$ cat src/rtl/qe_bus_pkg.sv
// Shared constants for the QL expansion-bus initiator: FSM encoding, card address map, defaults.
package qe_bus_pkg;

  localparam logic [2:0] ST_IDLE  = 3'd0;
  localparam logic [2:0] ST_ADDR  = 3'd1;
  localparam logic [2:0] ST_AS    = 3'd2;
  localparam logic [2:0] ST_DS    = 3'd3;
  localparam logic [2:0] ST_WAIT  = 3'd4;
  localparam logic [2:0] ST_LATCH = 3'd5;
  localparam logic [2:0] ST_END   = 3'd6;
  localparam logic [2:0] ST_HOLD  = 3'd7;

  localparam logic [9:0] WIZ_WINDOW    = 10'h320;
  localparam logic [9:0] WIZ_RESET_REG = 10'h324;

  localparam int unsigned QE_TIMEOUT_DEF = 255;

endpackage

$ cat src/rtl/qe_bus_initiator_if.sv
// External 68008-style bus between the initiator (master) and a card responder (slave).
interface qe_bus_initiator_if #(
  parameter int unsigned ADDR_W = 10,
  parameter int unsigned DATA_W = 8
);
  logic [ADDR_W-1:0] address;
  logic              asl;
  logic              dsl;
  logic              rdwl;
  logic [DATA_W-1:0] data_out;
  logic              data_oe;
  logic [DATA_W-1:0] data_in;
  logic              dtackl;

  modport master (output address, asl, dsl, rdwl, data_out, data_oe,
                  input  data_in, dtackl);
  modport slave  (input  address, asl, dsl, rdwl, data_out, data_oe,
                  output data_in, dtackl);
endinterface

$ cat src/rtl/qe_sync.sv
// Resettable multi-stage synchroniser for asynchronous bus inputs; resets to all-ones (released bus).
module qe_sync #(
  parameter int unsigned STAGES = 2,
  parameter int unsigned WIDTH  = 1
) (
  input  logic             clk,
  input  logic             rst_n,
  input  logic [WIDTH-1:0] d,
  output logic [WIDTH-1:0] q
);

  logic [WIDTH-1:0] ff [STAGES];

  always_ff @(posedge clk or negedge rst_n) begin
    if (!rst_n) begin
      for (int i = 0; i < int'(STAGES); i++) ff[i] <= '1;
    end else begin
      ff[0] <= d;
      for (int i = 1; i < int'(STAGES); i++) ff[i] <= ff[i-1];
    end
  end

  assign q = ff[STAGES-1];

endmodule

$ cat src/rtl/qe_bus_initiator.sv
// QL expansion-bus cycle initiator: sequences ASL/DSL/RDWL, waits for DTACKL, reports data or timeout.
// Optional QE_BUS_RETRY_EN: a timed-out cycle is reissued once before done/timeout is reported.
module qe_bus_initiator
  import qe_bus_pkg::*;
#(
  parameter int unsigned ADDR_W         = 10,
  parameter int unsigned DATA_W         = 8,
  parameter int unsigned TIMEOUT_CYCLES = QE_TIMEOUT_DEF,
  parameter int unsigned SYNC_STAGES    = 2
) (
  input  logic              clk,
  input  logic              resetl,
  input  logic              req,
  input  logic              req_we,
  input  logic [ADDR_W-1:0] req_addr,
  input  logic [DATA_W-1:0] req_wdata,
  output logic              busy,
  output logic              done,
  output logic              timeout,
  output logic [DATA_W-1:0] rdata,
  qe_bus_initiator_if.master bus
);

  localparam int unsigned CNT_W = 16;

  logic [2:0]        state, state_d;
  logic [CNT_W-1:0]  cnt, cnt_d;
  logic              flag, flag_d;
  logic              cyc_we, cyc_we_d;
  logic [ADDR_W-1:0] cyc_addr, cyc_addr_d;
  logic [DATA_W-1:0] cyc_wdata, cyc_wdata_d;
  logic              busy_d, done_d, timeout_d;
  logic [DATA_W-1:0] rdata_d;
  logic [ADDR_W-1:0] address_q, address_d;
  logic              asl_q, asl_d, dsl_q, dsl_d, rdwl_q, rdwl_d, data_oe_q, data_oe_d;
  logic [DATA_W-1:0] data_out_q, data_out_d;
  logic              dtack_s;
`ifdef QE_BUS_RETRY_EN
  logic              retry, retry_d;
`endif

  qe_sync #(.STAGES(SYNC_STAGES), .WIDTH(1)) u_dtack_sync (
    .clk   (clk),
    .rst_n (resetl),
    .d     (bus.dtackl),
    .q     (dtack_s)
  );

  // Bus pins are decoded from the current state and registered, so they lag the state by one clk.
  always_comb begin
    state_d     = state;
    cnt_d       = cnt;
    flag_d      = flag;
    cyc_we_d    = cyc_we;
    cyc_addr_d  = cyc_addr;
    cyc_wdata_d = cyc_wdata;
    busy_d      = busy;
    done_d      = 1'b0;
    timeout_d   = timeout;
    rdata_d     = rdata;
    address_d   = address_q;
    asl_d       = asl_q;
    dsl_d       = dsl_q;
    rdwl_d      = rdwl_q;
    data_oe_d   = data_oe_q;
    data_out_d  = data_out_q;
`ifdef QE_BUS_RETRY_EN
    retry_d     = retry;
`endif

    if (done) busy_d = 1'b0;

    case (state)
      ST_IDLE: begin
        // A still-asserted DTACKL from the previous cycle must clear before a new cycle starts.
        if (req && !busy && dtack_s) begin
          cyc_we_d    = req_we;
          cyc_addr_d  = req_addr;
          cyc_wdata_d = req_wdata;
          busy_d      = 1'b1;
          state_d     = ST_ADDR;
`ifdef QE_BUS_RETRY_EN
          retry_d     = 1'b0;
`endif
        end
      end
      ST_ADDR: begin
        address_d = cyc_addr;
        rdwl_d    = !cyc_we;
        data_oe_d = cyc_we;
        if (cyc_we) data_out_d = cyc_wdata;
        state_d   = ST_AS;
      end
      ST_AS: begin
        asl_d   = 1'b0;
        state_d = ST_DS;
      end
      ST_DS: begin
        dsl_d   = 1'b0;
        cnt_d   = '0;
        flag_d  = 1'b0;
        state_d = ST_WAIT;
      end
      ST_WAIT: begin
        if (!dtack_s) begin
          state_d = ST_LATCH;
        end else if (cnt == CNT_W'(TIMEOUT_CYCLES - 1)) begin
          flag_d  = 1'b1;
          state_d = ST_END;
        end else begin
          cnt_d = cnt + CNT_W'(1);
        end
      end
      ST_LATCH: begin
        if (!cyc_we) rdata_d = bus.data_in;
        state_d = ST_END;
      end
      ST_END: begin
        asl_d   = 1'b1;
        dsl_d   = 1'b1;
        state_d = ST_HOLD;
      end
      ST_HOLD: begin
        data_oe_d = 1'b0;
        rdwl_d    = 1'b1;
`ifdef QE_BUS_RETRY_EN
        if (flag && !retry) begin
          retry_d = 1'b1;
          state_d = ST_ADDR;
        end else begin
          done_d    = 1'b1;
          timeout_d = flag;
          state_d   = ST_IDLE;
        end
`else
        done_d    = 1'b1;
        timeout_d = flag;
        state_d   = ST_IDLE;
`endif
      end
      default: state_d = ST_IDLE;
    endcase
  end

  always_ff @(posedge clk or negedge resetl) begin
    if (!resetl) begin
      state      <= ST_IDLE;
      cnt        <= '0;
      flag       <= 1'b0;
      cyc_we     <= 1'b0;
      cyc_addr   <= '0;
      cyc_wdata  <= '0;
      busy       <= 1'b0;
      done       <= 1'b0;
      timeout    <= 1'b0;
      rdata      <= '0;
      address_q  <= '0;
      asl_q      <= 1'b1;
      dsl_q      <= 1'b1;
      rdwl_q     <= 1'b1;
      data_oe_q  <= 1'b0;
      data_out_q <= '0;
`ifdef QE_BUS_RETRY_EN
      retry      <= 1'b0;
`endif
    end else begin
      state      <= state_d;
      cnt        <= cnt_d;
      flag       <= flag_d;
      cyc_we     <= cyc_we_d;
      cyc_addr   <= cyc_addr_d;
      cyc_wdata  <= cyc_wdata_d;
      busy       <= busy_d;
      done       <= done_d;
      timeout    <= timeout_d;
      rdata      <= rdata_d;
      address_q  <= address_d;
      asl_q      <= asl_d;
      dsl_q      <= dsl_d;
      rdwl_q     <= rdwl_d;
      data_oe_q  <= data_oe_d;
      data_out_q <= data_out_d;
`ifdef QE_BUS_RETRY_EN
      retry      <= retry_d;
`endif
    end
  end

  assign bus.address  = address_q;
  assign bus.asl      = asl_q;
  assign bus.dsl      = dsl_q;
  assign bus.rdwl     = rdwl_q;
  assign bus.data_oe  = data_oe_q;
  assign bus.data_out = data_out_q;

endmodule
$ cat src/flat_wrapper.sv
// flat-port wrapper written by rule: the top's interface ports become plain ports
module qe_bus_initiator_flat import qe_bus_pkg::*;
#(
  parameter int unsigned ADDR_W         = 10,
  parameter int unsigned DATA_W         = 8,
  parameter int unsigned TIMEOUT_CYCLES = QE_TIMEOUT_DEF,
  parameter int unsigned SYNC_STAGES    = 2
)
  (clk, resetl, req, req_we, req_addr, req_wdata, busy, done, timeout, rdata, bus_address, bus_asl, bus_dsl, bus_rdwl, bus_data_out, bus_data_oe, bus_data_in, bus_dtackl);
  qe_bus_initiator_if #(.ADDR_W(ADDR_W), .DATA_W(DATA_W)) bus_i ();
  input  logic clk;
  input  logic resetl;
  input  logic req;
  input  logic req_we;
  input  logic [ADDR_W-1:0] req_addr;
  input  logic [DATA_W-1:0] req_wdata;
  output logic busy;
  output logic done;
  output logic timeout;
  output logic [DATA_W-1:0] rdata;
  output wire logic [$bits(bus_i.address)-1:0] bus_address;
  output wire logic [$bits(bus_i.asl)-1:0] bus_asl;
  output wire logic [$bits(bus_i.dsl)-1:0] bus_dsl;
  output wire logic [$bits(bus_i.rdwl)-1:0] bus_rdwl;
  output wire logic [$bits(bus_i.data_out)-1:0] bus_data_out;
  output wire logic [$bits(bus_i.data_oe)-1:0] bus_data_oe;
  input wire logic [$bits(bus_i.data_in)-1:0] bus_data_in;
  input wire logic [$bits(bus_i.dtackl)-1:0] bus_dtackl;
  assign bus_address = bus_i.address;
  assign bus_asl = bus_i.asl;
  assign bus_dsl = bus_i.dsl;
  assign bus_rdwl = bus_i.rdwl;
  assign bus_data_out = bus_i.data_out;
  assign bus_data_oe = bus_i.data_oe;
  assign bus_i.data_in = bus_data_in;
  assign bus_i.dtackl = bus_dtackl;
  qe_bus_initiator #(.ADDR_W(ADDR_W), .DATA_W(DATA_W), .TIMEOUT_CYCLES(TIMEOUT_CYCLES), .SYNC_STAGES(SYNC_STAGES)) u_core (.clk(clk), .resetl(resetl), .req(req), .req_we(req_we), .req_addr(req_addr), .req_wdata(req_wdata), .busy(busy), .done(done), .timeout(timeout), .rdata(rdata), .bus(bus_i));
endmodule
$ cat config.mk
export PLATFORM = sky130hd
export DESIGN_NAME = qe_bus_initiator_flat
export DESIGN_NICKNAME = d
export VERILOG_FILES = /design/src/rtl/qe_bus_pkg.sv /design/src/rtl/qe_bus_initiator_if.sv /design/src/rtl/qe_sync.sv /design/src/rtl/qe_bus_initiator.sv /design/src/flat_wrapper.sv
export SDC_FILE = /design/constraint.sdc
export NUM_CORES = 1
export LEC_CHECK = 0
export CAP_MARGIN = 10
export CORE_MARGIN = 2
export CORE_UTILIZATION = 51
export CTS_CLUSTER_SIZE = 10
export DETAILED_ROUTE_END_ITERATION = 10
export PLACE_DENSITY = 0.89
export REMOVE_ABC_BUFFERS = 1
export SETUP_SLACK_MARGIN = 0.5
export SLEW_MARGIN = 10
export SYNTH_ARGS = -nofsm -noshare
export SYNTH_HDL_FRONTEND = slang
export SYNTH_HIERARCHICAL = 1
export SYNTH_SLANG_ARGS = --single-unit
$ cat constraint.sdc
create_clock -name clk -period 1.9 [get_ports clk]
set_input_delay 0.285 -clock clk [delete_from_list [all_inputs] [get_ports clk]]
set_output_delay 0.285 -clock clk [all_outputs]
set_load 0.005 [all_outputs]
==> results.md <==
* Asr flop ratio synth at 100.0%
* Setup WS post-layout at 133.2 ps
* Critical path cell sequence: inv_2 -> ha_4 -> nor4b_4 -> nand4_2 -> buf_6 -> a211oi_2 -> or3_1
* Top cell family by delay on the critical path: simple AND/OR/NAND/NOR gates
* Critical Path Source Type: flip-flop
* RSZ-0062 raised after global routing: yes
* # diodes at 0
* Leading area contributor after synthesis: dfrtp_1
* Worst Setup SP: u_core/cnt[0]
* Register area share after synthesis at 57.09%
* Crit path max-delay cell type: dfrtp_1
* Max clock buf depth at 2
* CP Buf/Inv Count at 2
* Post-synth cell types at 44
* Clk slew on worst S/H paths at 80 ps
* Post-DRT Antenna Nets at 0
* CTS tree: yes
* H-tree Lvls at 3
* Die width at 83.88 um
* Crit path arrival time at 2040 ps
* Area after DPL at 0.004056 mm^2
* EDFF count, synth at 0
* Area grow syn2layout at 44.56%
* Cell Rows at 29
* Worst-Margin Slew at 419.6 ps
* Final Util at 74.95%
* Post-synth top cells: 69 x dfrtp_1, 27 x mux2_2, 20 x nand2_1
* Register Area at 0.001863 mm^2
* Ys Warns at 6
* Worst reg2reg setup slack at 130 ps
* Critical path's largest stage delay at 410 ps
* DR pass1 iterations at 4
* # setup viols final at 0
* Synth Flop Type: dfrtp_1
* CP required at 2180 ps
* Outcome: finished clean
* Worst-Skew Late Latency at 350 ps
* Final Non-Filler Cells at 445
* CORE AREA at 0.006277 mm^2
* Multi-input logic area at 0.001451 mm^2
* Largest net degree at the start of global routing at 75
* Placed cells at 395
* Pins Over Slew Limit at 0
* Static Leak at 2.398 nW
* Type of the worst min-delay path: in -> reg
* Die extent in y at 83.88 um
* I/O pin cnt at 64
* R2r startpoint: u_core/cnt[0]
* GP Congestion at 0.8483
* Port Buffer Count at 63
* R2r endpoint: u_core/cnt[3]
* Final #Nets at 396
* Via/cell ratio at 5.829
* Finished Cell Area at 0.004705 mm^2
* Per-cell routed wire length at 20.08 um
* Post-synthesis cell area at 0.003254 mm^2
* Count leader, synth: dfrtp_1
* Crit path depth at 7
* Slew headroom at 71.81%
* Register bit total from synthesis at 74
* Via count at 2594
* Clk_skew at 8.519 ps
* Place WS at -11.92 ps
* Detailed router's first-iteration violation count at 169
* Starting density of the core at 51.84%
* Mapped Cells at 248
* Number of max-cap violations at 0
* Critical path class: reg -> reg
* Overflow after GRT at 0
* Worst Reg-to-Reg Cells at 7
* WL final at 8936 um
* End of the critical path: u_core/cnt[3]
* Total GRT Usage at 24.59%
* Fin crit period at 1767 ps
* HPWL Detailed at 4747 um
* DIE AREA at 0.007036 mm^2
* CTS root buf: clkbuf_8
* Crit path max fanout at 7
* Share of post-route cells with drive strength above 1 at 42.66%
* DRC viols at 0
* Initial antenna violation count at 0
* Syn avg cell area at 13.12 um^2
* Layout fillers at 384
* Hold Fails Final Rpt at 0
* Pwr Density at 644.7 mW/mm^2
* Post-synth top area share at 53.06%
* VDD IR-drop max at 740.3 uV
* Crit. End Element: flip-flop
* Synth top area cells: dfrtp_1 53%, mux2_2 9.3%, mux2_4 8.8%
* CTS sink cnt at 74
* Vias in the first global route at 2668
* CTS Buf Count at 9
* Global-route wire length before repair at 13440 um
* Fmax at 566.0 MHz
* Final worst-path cycle share at 92.99%
worst min-delay path by stage:
stage	start	end	slack, ps	cells past startpoint
after global placement	resetl	u_core/cnt[15]	340	2
after CTS	bus_dtackl	u_core/u_dtack_sync/ff[1]	340	1
after global routing	bus_dtackl	u_core/u_dtack_sync/ff[1]	330	1
after detailed placement	resetl	u_core/cnt[8]	340	2
after floorplan	resetl	u_core/bus.address[0]	-10	0
final	bus_dtackl	u_core/u_dtack_sync/ff[1]	340	1
area by class of cell:
cell class	count	area share, %
clock inverter	6	1.915
timing repair buffer	113	22.07
clock buffer	10	2.713
inverter	9	0.7979
tap	77	2.048
multi-input combinational	156	30.85
sequential	74	39.60
state kept, by name, summed over array words and instances, names as in the netlist:
register / cells
u_core/bus.address: 10
u_core/bus.asl: 1
u_core/bus.data_oe: 1
u_core/bus.data_out: 8
u_core/bus.dsl: 1
u_core/bus.rdwl: 1
u_core/busy: 1
u_core/cnt: 16
u_core/cyc_addr: 10
u_core/cyc_wdata: 8
u_core/cyc_we: 1
u_core/done: 1
u_core/flag: 1
u_core/rdata: 8
u_core/state: 3
u_core/timeout: 1
u_core/u_dtack_sync/ff: 1
u_core/u_dtack_sync/q: 1
cell usage in the layout, fill, tap and decap left out, types with 8 or more instances in the layout:
| master | n |
|---|---|
| dfrtp_1 | 65 |
| buf_4 | 35 |
| dlygate4sd2_1 | 30 |
| clkdlybuf4s50_1 | 29 |
| mux2_2 | 25 |
| mux2_4 | 21 |
| nand2_1 | 20 |
| buf_6 | 10 |
| mux2i_1 | 10 |
| clkbuf_8 | 9 |
| nand4_1 | 8 |
per-stage QoR:
step                      power [mW]  setup TNS, ps  hold WS [ps]
after CTS                      3.047              0         336.9
after floorplan                1.612              0        -10.59
after global routing           3.140              0         333.6
after global placement         1.710              0         341.7
after detailed placement       1.712         -82.75         344.4
final                          3.033              0         344.5
cells by family after synthesis:
kind of cell | count (synthesis) | synth area share [%]
AND/OR/NAND/NOR | 71 | 12.65
buffers and inverters | 18 | 3.037
AO/OA/AOI/OAI | 27 | 5.268
flip-flops | 74 | 57.09
multiplexers | 56 | 21.18
adder cells (fa/ha/maj) | 2 | 0.7688
where the power goes:
| part | leakage, nW | total, mW | switching [mW] | internal (mW) |
|---|---|---|---|---|
| Combinational | 1.29 | 0.108 | 0.0442 | 0.0636 |
| Sequential | 1.00 | 1.58 | 0.00148 | 1.58 |
| Clock | 0.107 | 1.35 | 0.601 | 0.744 |
| Total | 2.40 | 3.03 | 0.647 | 2.39 |
metal layers:
metal | vias up | wire length [um] | GRT usage (%) | part of all wire [%]
li1 | 1129 | - | - | -
met1 | 1265 | 3233 | 29.61 | 36
met2 | 150 | 4643 | 41.60 | 52
met3 | 50 | 583 | 4.154 | 6.5
met4 | 0 | 476 | 14.22 | 5.3
met5 | - | 0 | 0 | 0
what timing repair did:
item                                    CTS  global route
hold endpoints to repair                 69             0
resized for setup                        74            23
buffers inserted                         21            10
pin swaps                                10            14
endpoints found under the setup margin   98            69
cloned                                    2             0
hold buffers                              1             0
Power figures use the tool's default switching activity.
